## config.mk

```make
export PLATFORM = sky130hd
export DESIGN_NAME = ex_mem_stage_flat
export DESIGN_NICKNAME = d
export VERILOG_FILES = /design/src/rtl/cpu_types_pkg.sv /design/src/rtl/ex_mem_stage_if.sv /design/src/rtl/branch_resolve.sv /design/src/rtl/ex_mem_stage.sv /design/src/flat_wrapper.sv
export SDC_FILE = /design/constraint.sdc
export NUM_CORES = 1
export LEC_CHECK = 0
export CORE_MARGIN = 5
export CORE_UTILIZATION = 36
export CTS_CLUSTER_SIZE = 10
export DETAILED_ROUTE_END_ITERATION = 8
export GPL_TIMING_DRIVEN = 0
export PLACE_DENSITY = 0.77
export SYNTH_ARGS = -nofsm -noshare
export SYNTH_HDL_FRONTEND = slang
export SYNTH_HIERARCHICAL = 1
export SYNTH_SLANG_ARGS = --single-unit
```

## constraint.sdc

```tcl
create_clock -name CLK -period 1.39 [get_ports CLK]
set_input_delay 0.278 -clock CLK [delete_from_list [all_inputs] [get_ports CLK]]
set_output_delay 0.278 -clock CLK [all_outputs]
set_load 0.02 [all_outputs]
```

## src/rtl/cpu_types_pkg.sv

```systemverilog
// -----------------------------------------------------------------------------
// cpu_types_pkg
//   Shared datapath types for the 5-stage MIPS pipeline.
//   - word_t / regbits_t : datapath word and register-select types
//   - brtype_t           : conditional branch kind carried down the pipe
//   - exmem_state_t      : EX/MEM memory-handshake FSM states
//   - br_cond()          : branch condition from branch kind and zero flag
// -----------------------------------------------------------------------------
package cpu_types_pkg;

  localparam int WORD_W    = 32;
  localparam int REG_SEL_W = 5;

  typedef logic [WORD_W-1:0]    word_t;
  typedef logic [REG_SEL_W-1:0] regbits_t;

  typedef enum logic [1:0] {
    BR_NONE = 2'd0,
    BR_EQ   = 2'd1,
    BR_NE   = 2'd2
  } brtype_t;

  typedef enum logic {
    IDLE   = 1'b0,
    ACCESS = 1'b1
  } exmem_state_t;

  // True when the branch kind is satisfied by the ALU zero flag.
  function automatic logic br_cond(input brtype_t brtype, input logic zero);
    logic hit;
    hit = 1'b0;
    case (brtype)
      BR_EQ:   hit = zero;
      BR_NE:   hit = ~zero;
      default: hit = 1'b0;
    endcase
    return hit;
  endfunction

endpackage

```

## src/rtl/ex_mem_stage_if.sv

```systemverilog
// -----------------------------------------------------------------------------
// ex_mem_stage_if
//   Data-memory request/response bus between the EX/MEM stage and the
//   memory controller.
//   - dmemREN / dmemWEN : read / write request (never both high)
//   - dmemaddr          : access address
//   - dmemstore         : store data
//   - dhit              : access complete this cycle
//   - dmemload          : load data, valid with dhit
//   Modports: master = pipeline stage, slave = memory side.
// -----------------------------------------------------------------------------
interface ex_mem_stage_if #(
  parameter int WORD_W = 32
);

  logic              dmemREN;
  logic              dmemWEN;
  logic [WORD_W-1:0] dmemaddr;
  logic [WORD_W-1:0] dmemstore;
  logic              dhit;
  logic [WORD_W-1:0] dmemload;

  modport master (
    output dmemREN,
    output dmemWEN,
    output dmemaddr,
    output dmemstore,
    input  dhit,
    input  dmemload
  );

  modport slave (
    input  dmemREN,
    input  dmemWEN,
    input  dmemaddr,
    input  dmemstore,
    output dhit,
    output dmemload
  );

endinterface

```

## src/rtl/branch_resolve.sv

```systemverilog
// -----------------------------------------------------------------------------
// branch_resolve
//   Purely combinational conditional-branch resolution. Reusable by an
//   early-branch variant that resolves from unregistered fields.
//   Ports:
//     valid      in   instruction is real
//     brtype     in   branch kind
//     zero       in   ALU zero flag
//     target_in  in   computed branch target
//     taken      out  branch is taken
//     target     out  redirect address
// -----------------------------------------------------------------------------
module branch_resolve
  import cpu_types_pkg::*;
#(
  parameter int WORD_W = 32
) (
  input  logic              valid,
  input  brtype_t           brtype,
  input  logic              zero,
  input  logic [WORD_W-1:0] target_in,
  output logic              taken,
  output logic [WORD_W-1:0] target
);

  always_comb begin
    taken  = valid & br_cond(brtype, zero);
    target = target_in;
  end

endmodule

```

## src/rtl/ex_mem_stage.sv

```systemverilog
// -----------------------------------------------------------------------------
// ex_mem_stage
//   EX/MEM pipeline register of the 5-stage MIPS datapath. Latches the ALU
//   result, flags and control fields, resolves conditional branches from the
//   registered zero flag, and runs the data-memory handshake, holding the
//   pipeline (stall_req) until the access completes.
//
//   Ports:
//     CLK, nRST        clock (rising edge), asynchronous active-low reset
//     ex_*             EX-stage instruction fields and control bits
//     flush            squash the EX instruction (load a bubble)
//     dmem             data-memory bus (master side)
//     mem_*            registered fields towards MEM/WB and forwarding
//     branch_taken     conditional branch resolved taken
//     branch_target    registered branch target
//     stall_req        pipeline hold while a memory access is pending
//     ovf_exc          one-cycle overflow exception pulse
//
//   Build option:
//     EX_MEM_OVF_TRAP_EN  trapping ADD/SUB overflow suppresses register write
//                         and memory access and raises ovf_exc. Without it
//                         overflow is ignored and ovf_exc stays 0.
// -----------------------------------------------------------------------------
module ex_mem_stage
  import cpu_types_pkg::*;
#(
  parameter int WORD_W    = 32,
  parameter int REG_SEL_W = 5
) (
  input  logic                 CLK,
  input  logic                 nRST,

  input  logic                 ex_valid,
  input  logic [WORD_W-1:0]    ex_aluout,
  input  logic                 ex_zero,
  input  logic                 ex_overflow,
  input  logic                 ex_trap_ovf,
  input  logic [WORD_W-1:0]    ex_storedata,
  input  logic [REG_SEL_W-1:0] ex_wsel,
  input  logic                 ex_regwen,
  input  logic                 ex_dren,
  input  logic                 ex_dwen,
  input  logic                 ex_memtoreg,
  input  logic                 ex_halt,
  input  logic [1:0]           ex_brtype,
  input  logic [WORD_W-1:0]    ex_brtarget,
  input  logic [WORD_W-1:0]    ex_npc,
  input  logic                 flush,

  ex_mem_stage_if.master       dmem,

  output logic                 mem_valid,
  output logic                 mem_regwen,
  output logic                 mem_memtoreg,
  output logic                 mem_halt,
  output logic [WORD_W-1:0]    mem_aluout,
  output logic [WORD_W-1:0]    mem_load,
  output logic [WORD_W-1:0]    mem_npc,
  output logic [REG_SEL_W-1:0] mem_wsel,
  output logic                 branch_taken,
  output logic [WORD_W-1:0]    branch_target,
  output logic                 stall_req,
  output logic                 ovf_exc
);

  typedef struct packed {
    logic                 valid;
    logic [WORD_W-1:0]    aluout;
    logic                 zero;
    logic [WORD_W-1:0]    storedata;
    logic [REG_SEL_W-1:0] wsel;
    logic                 regwen;
    logic                 dren;
    logic                 dwen;
    logic                 memtoreg;
    brtype_t              brtype;
    logic [WORD_W-1:0]    brtarget;
    logic [WORD_W-1:0]    npc;
  } fields_t;

  exmem_state_t      state_q, state_d;
  fields_t           fld_q, fld_d;
  logic              halt_q, halt_d;
  logic [WORD_W-1:0] load_q, load_d;
  logic              ovf_exc_q, ovf_exc_d;

  logic in_access;
  logic stall;
  logic capture;
  logic take;
  logic trap_hit;

`ifdef EX_MEM_OVF_TRAP_EN
  assign trap_hit = ex_trap_ovf & ex_overflow;
`else
  logic unused_ovf;
  assign trap_hit   = 1'b0;
  assign unused_ovf = ex_trap_ovf ^ ex_overflow;
`endif

  always_comb begin
    in_access = (state_q == ACCESS);
    stall     = in_access & ~dmem.dhit;
    // The completing edge of an access also captures the next instruction.
    capture   = ~stall;
    take      = ex_valid & ~flush;

    state_d   = state_q;
    fld_d     = fld_q;
    halt_d    = halt_q;
    load_d    = load_q;
    ovf_exc_d = 1'b0;

    if (in_access && dmem.dhit && fld_q.dren) begin
      load_d = dmem.dmemload;
    end

    if (capture) begin
      fld_d = '0;
      if (take) begin
        fld_d.valid     = 1'b1;
        fld_d.aluout    = ex_aluout;
        fld_d.zero      = ex_zero;
        fld_d.storedata = ex_storedata;
        fld_d.wsel      = ex_wsel;
        fld_d.regwen    = ex_regwen & ~trap_hit;
        // Store wins when both request bits are set; after halt, or on a
        // trapped overflow, no memory request is raised at all.
        fld_d.dwen      = ex_dwen & ~halt_q & ~trap_hit;
        fld_d.dren      = ex_dren & ~ex_dwen & ~halt_q & ~trap_hit;
        fld_d.memtoreg  = ex_memtoreg;
        fld_d.brtype    = brtype_t'(ex_brtype);
        fld_d.brtarget  = ex_brtarget;
        fld_d.npc       = ex_npc;
        halt_d          = halt_q | ex_halt;
        ovf_exc_d       = trap_hit;
      end
      // Going straight back into ACCESS keeps back-to-back memory ops
      // from losing the instruction captured on the completing edge.
      state_d = (fld_d.dren | fld_d.dwen) ? ACCESS : IDLE;
    end
  end

  always_ff @(posedge CLK or negedge nRST) begin
    if (!nRST) begin
      state_q   <= IDLE;
      fld_q     <= '0;
      halt_q    <= 1'b0;
      load_q    <= '0;
      ovf_exc_q <= 1'b0;
    end else begin
      state_q   <= state_d;
      fld_q     <= fld_d;
      halt_q    <= halt_d;
      load_q    <= load_d;
      ovf_exc_q <= ovf_exc_d;
    end
  end

  assign mem_valid    = fld_q.valid;
  assign mem_regwen   = fld_q.regwen;
  assign mem_memtoreg = fld_q.memtoreg;
  assign mem_halt     = halt_q;
  assign mem_aluout   = fld_q.aluout;
  assign mem_load     = load_q;
  assign mem_npc      = fld_q.npc;
  assign mem_wsel     = fld_q.wsel;
  assign stall_req    = stall;
  assign ovf_exc      = ovf_exc_q;

  assign dmem.dmemREN   = in_access & fld_q.dren;
  assign dmem.dmemWEN   = in_access & fld_q.dwen;
  assign dmem.dmemaddr  = in_access ? fld_q.aluout    : '0;
  assign dmem.dmemstore = in_access ? fld_q.storedata : '0;

  branch_resolve #(
    .WORD_W (WORD_W)
  ) u_branch_resolve (
    .valid     (fld_q.valid),
    .brtype    (fld_q.brtype),
    .zero      (fld_q.zero),
    .target_in (fld_q.brtarget),
    .taken     (branch_taken),
    .target    (branch_target)
  );

endmodule
```

## src/flat_wrapper.sv

```systemverilog
// flat-port wrapper written by rule: the top's interface ports become plain ports
module ex_mem_stage_flat import cpu_types_pkg::*;
#(
  parameter int WORD_W    = 32,
  parameter int REG_SEL_W = 5
)
  (CLK, nRST, ex_valid, ex_aluout, ex_zero, ex_overflow, ex_trap_ovf, ex_storedata, ex_wsel, ex_regwen, ex_dren, ex_dwen, ex_memtoreg, ex_halt, ex_brtype, ex_brtarget, ex_npc, flush, mem_valid, mem_regwen, mem_memtoreg, mem_halt, mem_aluout, mem_load, mem_npc, mem_wsel, branch_taken, branch_target, stall_req, ovf_exc, dmem_dmemREN, dmem_dmemWEN, dmem_dmemaddr, dmem_dmemstore, dmem_dhit, dmem_dmemload);
  ex_mem_stage_if #(.WORD_W(WORD_W)) dmem_i ();
  input  logic CLK;
  input  logic nRST;
  input  logic ex_valid;
  input  logic [WORD_W-1:0] ex_aluout;
  input  logic ex_zero;
  input  logic ex_overflow;
  input  logic ex_trap_ovf;
  input  logic [WORD_W-1:0] ex_storedata;
  input  logic [REG_SEL_W-1:0] ex_wsel;
  input  logic ex_regwen;
  input  logic ex_dren;
  input  logic ex_dwen;
  input  logic ex_memtoreg;
  input  logic ex_halt;
  input  logic [1:0] ex_brtype;
  input  logic [WORD_W-1:0] ex_brtarget;
  input  logic [WORD_W-1:0] ex_npc;
  input  logic flush;
  output logic mem_valid;
  output logic mem_regwen;
  output logic mem_memtoreg;
  output logic mem_halt;
  output logic [WORD_W-1:0] mem_aluout;
  output logic [WORD_W-1:0] mem_load;
  output logic [WORD_W-1:0] mem_npc;
  output logic [REG_SEL_W-1:0] mem_wsel;
  output logic branch_taken;
  output logic [WORD_W-1:0] branch_target;
  output logic stall_req;
  output logic ovf_exc;
  output wire logic [$bits(dmem_i.dmemREN)-1:0] dmem_dmemREN;
  output wire logic [$bits(dmem_i.dmemWEN)-1:0] dmem_dmemWEN;
  output wire logic [$bits(dmem_i.dmemaddr)-1:0] dmem_dmemaddr;
  output wire logic [$bits(dmem_i.dmemstore)-1:0] dmem_dmemstore;
  input wire logic [$bits(dmem_i.dhit)-1:0] dmem_dhit;
  input wire logic [$bits(dmem_i.dmemload)-1:0] dmem_dmemload;
  assign dmem_dmemREN = dmem_i.dmemREN;
  assign dmem_dmemWEN = dmem_i.dmemWEN;
  assign dmem_dmemaddr = dmem_i.dmemaddr;
  assign dmem_dmemstore = dmem_i.dmemstore;
  assign dmem_i.dhit = dmem_dhit;
  assign dmem_i.dmemload = dmem_dmemload;
  ex_mem_stage #(.WORD_W(WORD_W), .REG_SEL_W(REG_SEL_W)) u_core (.CLK(CLK), .nRST(nRST), .ex_valid(ex_valid), .ex_aluout(ex_aluout), .ex_zero(ex_zero), .ex_overflow(ex_overflow), .ex_trap_ovf(ex_trap_ovf), .ex_storedata(ex_storedata), .ex_wsel(ex_wsel), .ex_regwen(ex_regwen), .ex_dren(ex_dren), .ex_dwen(ex_dwen), .ex_memtoreg(ex_memtoreg), .ex_halt(ex_halt), .ex_brtype(ex_brtype), .ex_brtarget(ex_brtarget), .ex_npc(ex_npc), .flush(flush), .dmem(dmem_i), .mem_valid(mem_valid), .mem_regwen(mem_regwen), .mem_memtoreg(mem_memtoreg), .mem_halt(mem_halt), .mem_aluout(mem_aluout), .mem_load(mem_load), .mem_npc(mem_npc), .mem_wsel(mem_wsel), .branch_taken(branch_taken), .branch_target(branch_target), .stall_req(stall_req), .ovf_exc(ovf_exc));
endmodule
```

==> results of run 1 <==
## cells in the final DEF, fill, tap and decap left out, types with 3 or more instances in the layout
master           count
buf_6              181
a21o_1               3
and2_1               8
clkdlybuf4s50_1    176
dfrtp_2              5
buf_12              14
buf_4              145
clkinv_4             5
buf_2               23
clkdlybuf4s15_2     17
clkbuf_2            24
and2_4              58
buf_8               21
a22o_1             139
clkdlybuf4s15_1      4
clkbuf_16           25
buf_16              10
mux2_2              32
dfrtp_1            170
## registers in the layout (all words and copies together), names as in the netlist
| signal | flops |
|---|---|
| u_core/fld_q | 69 |
| u_core/in_access | 1 |
| u_core/mem_aluout | 32 |
| u_core/mem_halt | 1 |
| u_core/mem_load | 32 |
| u_core/mem_memtoreg | 1 |
| u_core/mem_npc | 32 |
| u_core/mem_regwen | 1 |
| u_core/mem_valid | 1 |
| u_core/mem_wsel | 5 |
## power by group
group | internal [mW] | total (mW) | switching [mW] | leakage, nW
clock network | 2.75 | 4.93 | 2.17 | 0.289
logic | 1.41 | 2.22 | 0.814 | 4.44
registers | 5.31 | 5.47 | 0.161 | 2.36
total | 9.47 | 12.6 | 3.15 | 7.09
## worst max-delay path: stages, from the launching register on
cell     delay, ns
dfrtp_2       0.45
nor2b_4       0.17
buf_12        0.14
nor3b_4       0.19
buf_6         0.21
buf_12        0.16
buf_12        0.11
buf_16        0.10
a22o_1        0.14
## final cells by class
cell class / instances / area [um^2] / area share
inverter: 1 / 3.75 / 0.000267
tap: 270 / 338 / 0.0241
clock buffer: 20 / 447 / 0.0318
multi-input combinational: 251 / 2250 / 0.161
buffer: 135 / 1260 / 0.0896
clock inverter: 12 / 151 / 0.0108
timing repair buffer: 491 / 5200 / 0.370
sequential: 175 / 4390 / 0.312
## final timing paths
path	startpoint	to	slack, ns	cells past startpoint
min	nRST	u_core/fld_q[86]$_DFFE_PN0N_	0.35	2
max in group asynchronous	nRST	u_core/mem_load[9]$_DFFE_PN0P_	0.18	3
max reg2reg	u_core/in_access$_DFFE_PN0N_	u_core/fld_q[39]$_DFFE_PN0N_	-0.36	8
min in group CLK	ex_halt	u_core/mem_halt$_DFFE_PN0P_	0.44	2
min reg2reg	u_core/mem_load[7]$_DFFE_PN0P_	u_core/mem_load[7]$_DFFE_PN0P_	0.51	1
max	u_core/in_access$_DFFE_PN0N_	u_core/fld_q[39]$_DFFE_PN0N_	-0.36	8
## cells by family (layout without fill, tap and decap cells)
| kind of cell | Yosys count | count (layout) | share of synthesized area |
|---|---|---|---|
| compound gates | 143 | 143 | 0.167 |
| buf+inv | 145 | 659 | 0.135 |
| flops | 175 | 175 | 0.585 |
| mux | 32 | 32 | 0.0482 |
| other cells | 1 | 1 | 0.000501 |
| simple gates | 75 | 75 | 0.0634 |
## metal layers
metal	track usage	up-vias	wire length, um
met5	0	-	0
met4	0.0656	0	527
met3	0.0714	36	2560
met2	0.367	296	14600
met1	0.250	3238	10100
li1	-	2944	-
## timing repair
item	in CTS	in global routing
setup endpoints to repair	378	451
pin swaps	0	17
setup buffers	29	59
endpoints found under the hold margin	71	0
gates cloned	10	9
resized for setup	974	345
hold buffers	1	0
==> impl_metrics.ini, run 1 <==
[run_status]
status = finished, violations left
violations = setup timing

[synth]
ys_top_cells_by_area = dfrtp_1 (59%), a22o_1 (16%), buf_4 (10%), and2_1 (5.5%), mux2_2 (4.8%)
syn-num-nets = 751
synth_top_area_cell = dfrtp_1
synth_most_common_cell = dfrtp_1
yosys-top-cells-count = dfrtp_1 (175), a22o_1 (139), buf_4 (103)
ys.flop_type = dfrtp_1
syn_avg_cell_area_um2 = 13.1
synthDistinctLibCells = 19
syn_area_um2 = 7480
yosysWarnings = 6
synth_edf_count = 0
ys_seq_elements = 175
netlist_instances = 571
synth-async-reset-ratio = 1.00
synth_top_area_frac = 0.585
yosysSeqAreaShare = 0.585

[global_route]
grt_pass1_vias = 6642
grt_max_degree = 105
grt_pass1_wl_um = 39300
grt_antenna_before_repair = 0
overflow = 0
track_usage = 0.213

[placement]
pre_cts_ws_ns = -1.14
io_buffers = 382
placed_area_um2 = 11700
detailed_place_hpwl_um = 18700
place_congestion = 0.825
dp.cells = 1224

[cts]
h-tree-depth = 4
cts-root-buf = clkbuf_16
cts.path.max_buffers = 2
cts_buffers = 17
clk_pin_slew_ns = 0.07
insertion_delay_ns = 0.42
cts.sinks = 175
cts_tree = yes

[timing]
tns_ns = -62.80
worst_slack_ns = -0.357
fin_skew_ns = 0.00946
timing.fmax_mhz = 572
layout_min_cycle_time_ns = 1.75
fin_hold_ws_ns = 0.351
drv_slew = 0
rsz0062_at_grt = true
tightestPinTransition_ns = 0.536
hold_viol = 0
slew_headroom = 0.643
finalSetupViolations = 242
post-route-period-util = 1.26

[critical_path]
crit_type = register to register
worstPathRequired_ns = 1.74
worstPathMaxFanout = 6
cp-end-kind = register
startpoint_type = register
arrival_ns = 2.10

[die]
fp.dieH_um = 154
coreArea_um2 = 20400
start_util = 0.367
dieArea_um2 = 23800
die_x_um = 154
io_pins = 386
core.rowCount = 52

[layout]
instances_no_fill = 1355
drive_gt1_frac = 0.528
diodes = 0
nets = 1252
area_growth_pct = 87.7
final_area_um2 = 14000
final_core_util = 0.689
fillers = 1422

[detailed_routing]
drt-total-wl_um = 27800
routedWlPerCell_um = 20.5
routed_via_density = 4.81
drt_iter0_markers = 249
postRouteAntennaNets = 0
drt_pre_antenna_iters = 4
vias = 6514
drc = 0

[job]
drv_cap = 0

[pwr]
power_density_nw_per_um2 = 899
ir_drop_uv = 684
power_mw = 12.6
power.leakage_nw = 7.09

[hold_path]
holdCritPathClass = primary input to async pin
Note: power is estimated with default switching activity, not from simulation.
==> run 2, diff against run 1 <==
--- a/config.mk
+++ b/config.mk
@@ -5,12 +5,14 @@
 export SDC_FILE = /design/constraint.sdc
 export NUM_CORES = 1
 export LEC_CHECK = 0
+export ABC_AREA = 0
 export CORE_MARGIN = 5
 export CORE_UTILIZATION = 36
 export CTS_CLUSTER_SIZE = 10
 export DETAILED_ROUTE_END_ITERATION = 8
 export GPL_TIMING_DRIVEN = 0
 export PLACE_DENSITY = 0.77
+export SETUP_SLACK_MARGIN = 0.2
 export SYNTH_ARGS = -nofsm -noshare
 export SYNTH_HDL_FRONTEND = slang
 export SYNTH_HIERARCHICAL = 1
==> impl_metrics.ini, run 2 (same netlist as run 1, synthesis figures left out) <==
[run_status]
status = finished, violations left
violations = hold timing, setup timing

[timing]
slew_headroom = 0.564
rsz0062_at_grt = true
layout_min_cycle_time_ns = 1.79
fin_skew_ns = 0.0108
tightestPinTransition_ns = 0.653
drv_slew = 0
finalSetupViolations = 246
hold_viol = 82
worst_slack_ns = -0.403
fin_hold_ws_ns = -0.168
post-route-period-util = 1.29
timing.fmax_mhz = 558

[critical_path]
r2r-start = u_core/in_access$_DFFE_PN0N_
path_cells = nor2b_4, buf_8, buf_12, nor3b_4, buf_6, buf_12, buf_16, clkbuf_16, a22o_1
r2r_cells = 9
startpoint_type = register
crit_type = register to register
reg2reg_to = u_core/mem_aluout[23]$_DFFE_PN0N_
crit_top_cell = buf_12
max_stage_delay_ns = 0.46
critical_path.slowest_cell = dfrtp_2
arrival_ns = 2.14
path_buf_inv = 6
worstPathRequired_ns = 1.74
cp-end-kind = register
worstPathMaxFanout = 6
cp_top_family = buffers and inverters
r2r_setup_slack_ns = -0.40

[cts]
cts-root-buf = clkbuf_16
cts_tree = yes
cts.sinks = 175
cts.path.max_buffers = 2
cts_buffers = 17
clk_pin_slew_ns = 0.07
h-tree-depth = 4
insertion_delay_ns = 0.42

[die]
die_x_um = 154
coreArea_um2 = 20400
start_util = 0.367
io_pins = 386
core.rowCount = 52
dieArea_um2 = 23800
fp.dieH_um = 154

[pwr]
ir_drop_uv = 747
clock_power_share = 0.376
swShare = 0.248
internal_power_mw = 9.44
p_seq_frac = 0.438
power_mw = 12.5
power.leakage_nw = 7.37
switchingPower_mw = 3.11
pwr-share-comb = 0.187
power_density_nw_per_um2 = 852

[layout]
layout_common_cells = buf_6 (294), clkdlybuf4s50_1 (176), dfrtp_1 (173)
area_growth_pct = 96.9
diodes = 0
final_common_cell = buf_6
largest_register = u_core/fld_q
nets = 1282
drive_gt1_frac = 0.533
largest_reg_flops = 69

[global_route]
grt_antenna_before_repair = 1
overflow = 0
grt_pass1_wl_um = 41800
grt_max_degree = 94
track_usage = 0.228
grt_pass1_vias = 7099

[placement]
pre_cts_ws_ns = -1.25
place_congestion = 0.822
io_buffers = 382
detailed_place_hpwl_um = 18800

[detailed_routing]
drt-total-wl_um = 28500
postRouteAntennaNets = 0
vias = 6589
m1WireLength_um = 10500
route.met2.wl_um = 14800
top_layer = met4
routed_via_density = 4.76
drc = 0
drt_iter0_markers = 234
wl_met3_um = 2470
routedWlPerCell_um = 20.6
drt_pre_antenna_iters = 4

[hold_path]
holdCritPathClass = primary input to async pin

[job]
drv_cap = 0
run 2: power groups by stage:
stage	clock network, mW	logic [mW]	registers, mW
2_1_floorplan	0	0.666	5.54
3_3_place_gp	0	1.72	5.54
3_5_place_dp	0	1.75	5.54
4_1_cts	4.81	2.24	5.48
5_1_grt	5.05	2.47	5.51
6_report	4.71	2.34	5.49
run 2: worst max-delay path by stage:
| stage | from | endpoint | slack [ns] | depth (start not counted) |
|---|---|---|---|---|
| final | u_core/in_access$_DFFE_PN0N_ | u_core/mem_aluout[23]$_DFFE_PN0N_ | -0.40 | 9 |
| after CTS | u_core/in_access$_DFFE_PN0N_ | dmem_dmemaddr[10] | -0.41 | 4 |
| after floorplan | u_core/in_access$_DFFE_PN0N_ | u_core/fld_q[100]$_DFFE_PN0N_ | 0.05 | 7 |
| after global routing | u_core/in_access$_DFFE_PN0N_ | u_core/mem_aluout[23]$_DFFE_PN0N_ | -0.46 | 9 |
| after global placement | nRST | u_core/mem_load[13]$_DFFE_PN0P_ | -7.27 | 1 |
| after detailed placement | u_core/in_access$_DFFE_PN0N_ | dmem_dmemaddr[22] | -1.25 | 4 |
run 2: layer usage:
layer | GRT usage | vias to the layer above
li1 | - | 2978
met3 | 0.0781 | 48
met5 | 0 | -
met4 | 0.0803 | 0
met1 | 0.255 | 3266
met2 | 0.403 | 297
run 2: worst reg2reg max path: stages, from the launching register on:
cell,delay (ns)
dfrtp_2,0.46
nor2b_4,0.15
buf_8,0.13
buf_12,0.12
nor3b_4,0.18
buf_6,0.17
buf_12,0.11
buf_16,0.14
clkbuf_16,0.15
a22o_1,0.13
run 2: area by class of cell:
| type | instances | area, um^2 |
|---|---|---|
| fillers | 1310 | 5640 |
| repair buffers | 512 | 5470 |
| flip-flops and latches | 175 | 4380 |
| multi-input cells | 251 | 2240 |
| plain buffers | 144 | 1700 |
| clock buffers | 20 | 457 |
| well taps | 270 | 338 |
| clock inverters | 12 | 123 |
| inverters | 1 | 3.75 |
run 2: what timing repair did:
item,CTS,global route
endpoints found under the setup margin,380,380
setup buffers,71,36
endpoints found under the hold margin,82,82
resized for setup,1447,15
cloned,21,1
pin swaps,8,7
run 2: per-stage QoR:
step | util | cell area [um^2] | std cells | TNS (ns)
after global placement | 0.578 | 11800 | 1223 | -1409.82
after floorplan | - | 7600 | 571 | 0
final | 0.723 | 14700 | 1385 | -74.13
after global routing | 0.723 | 14700 | 1385 | -89.09
after detailed placement | 0.579 | 11800 | 1224 | -147.67
after CTS | 0.705 | 14400 | 1348 | -78.31
==> run 3, diff against run 2 <==
--- a/config.mk
+++ b/config.mk
@@ -6,11 +6,13 @@
 export NUM_CORES = 1
 export LEC_CHECK = 0
 export ABC_AREA = 0
+export CAP_MARGIN = 10
 export CORE_MARGIN = 5
 export CORE_UTILIZATION = 36
 export CTS_CLUSTER_SIZE = 10
 export DETAILED_ROUTE_END_ITERATION = 8
 export GPL_TIMING_DRIVEN = 0
+export HOLD_SLACK_MARGIN = 0.15
 export PLACE_DENSITY = 0.77
 export SETUP_SLACK_MARGIN = 0.2
 export SYNTH_ARGS = -nofsm -noshare
==> results of run 3 <==
Final layout, timing and power as in run 2 (identical DEF).
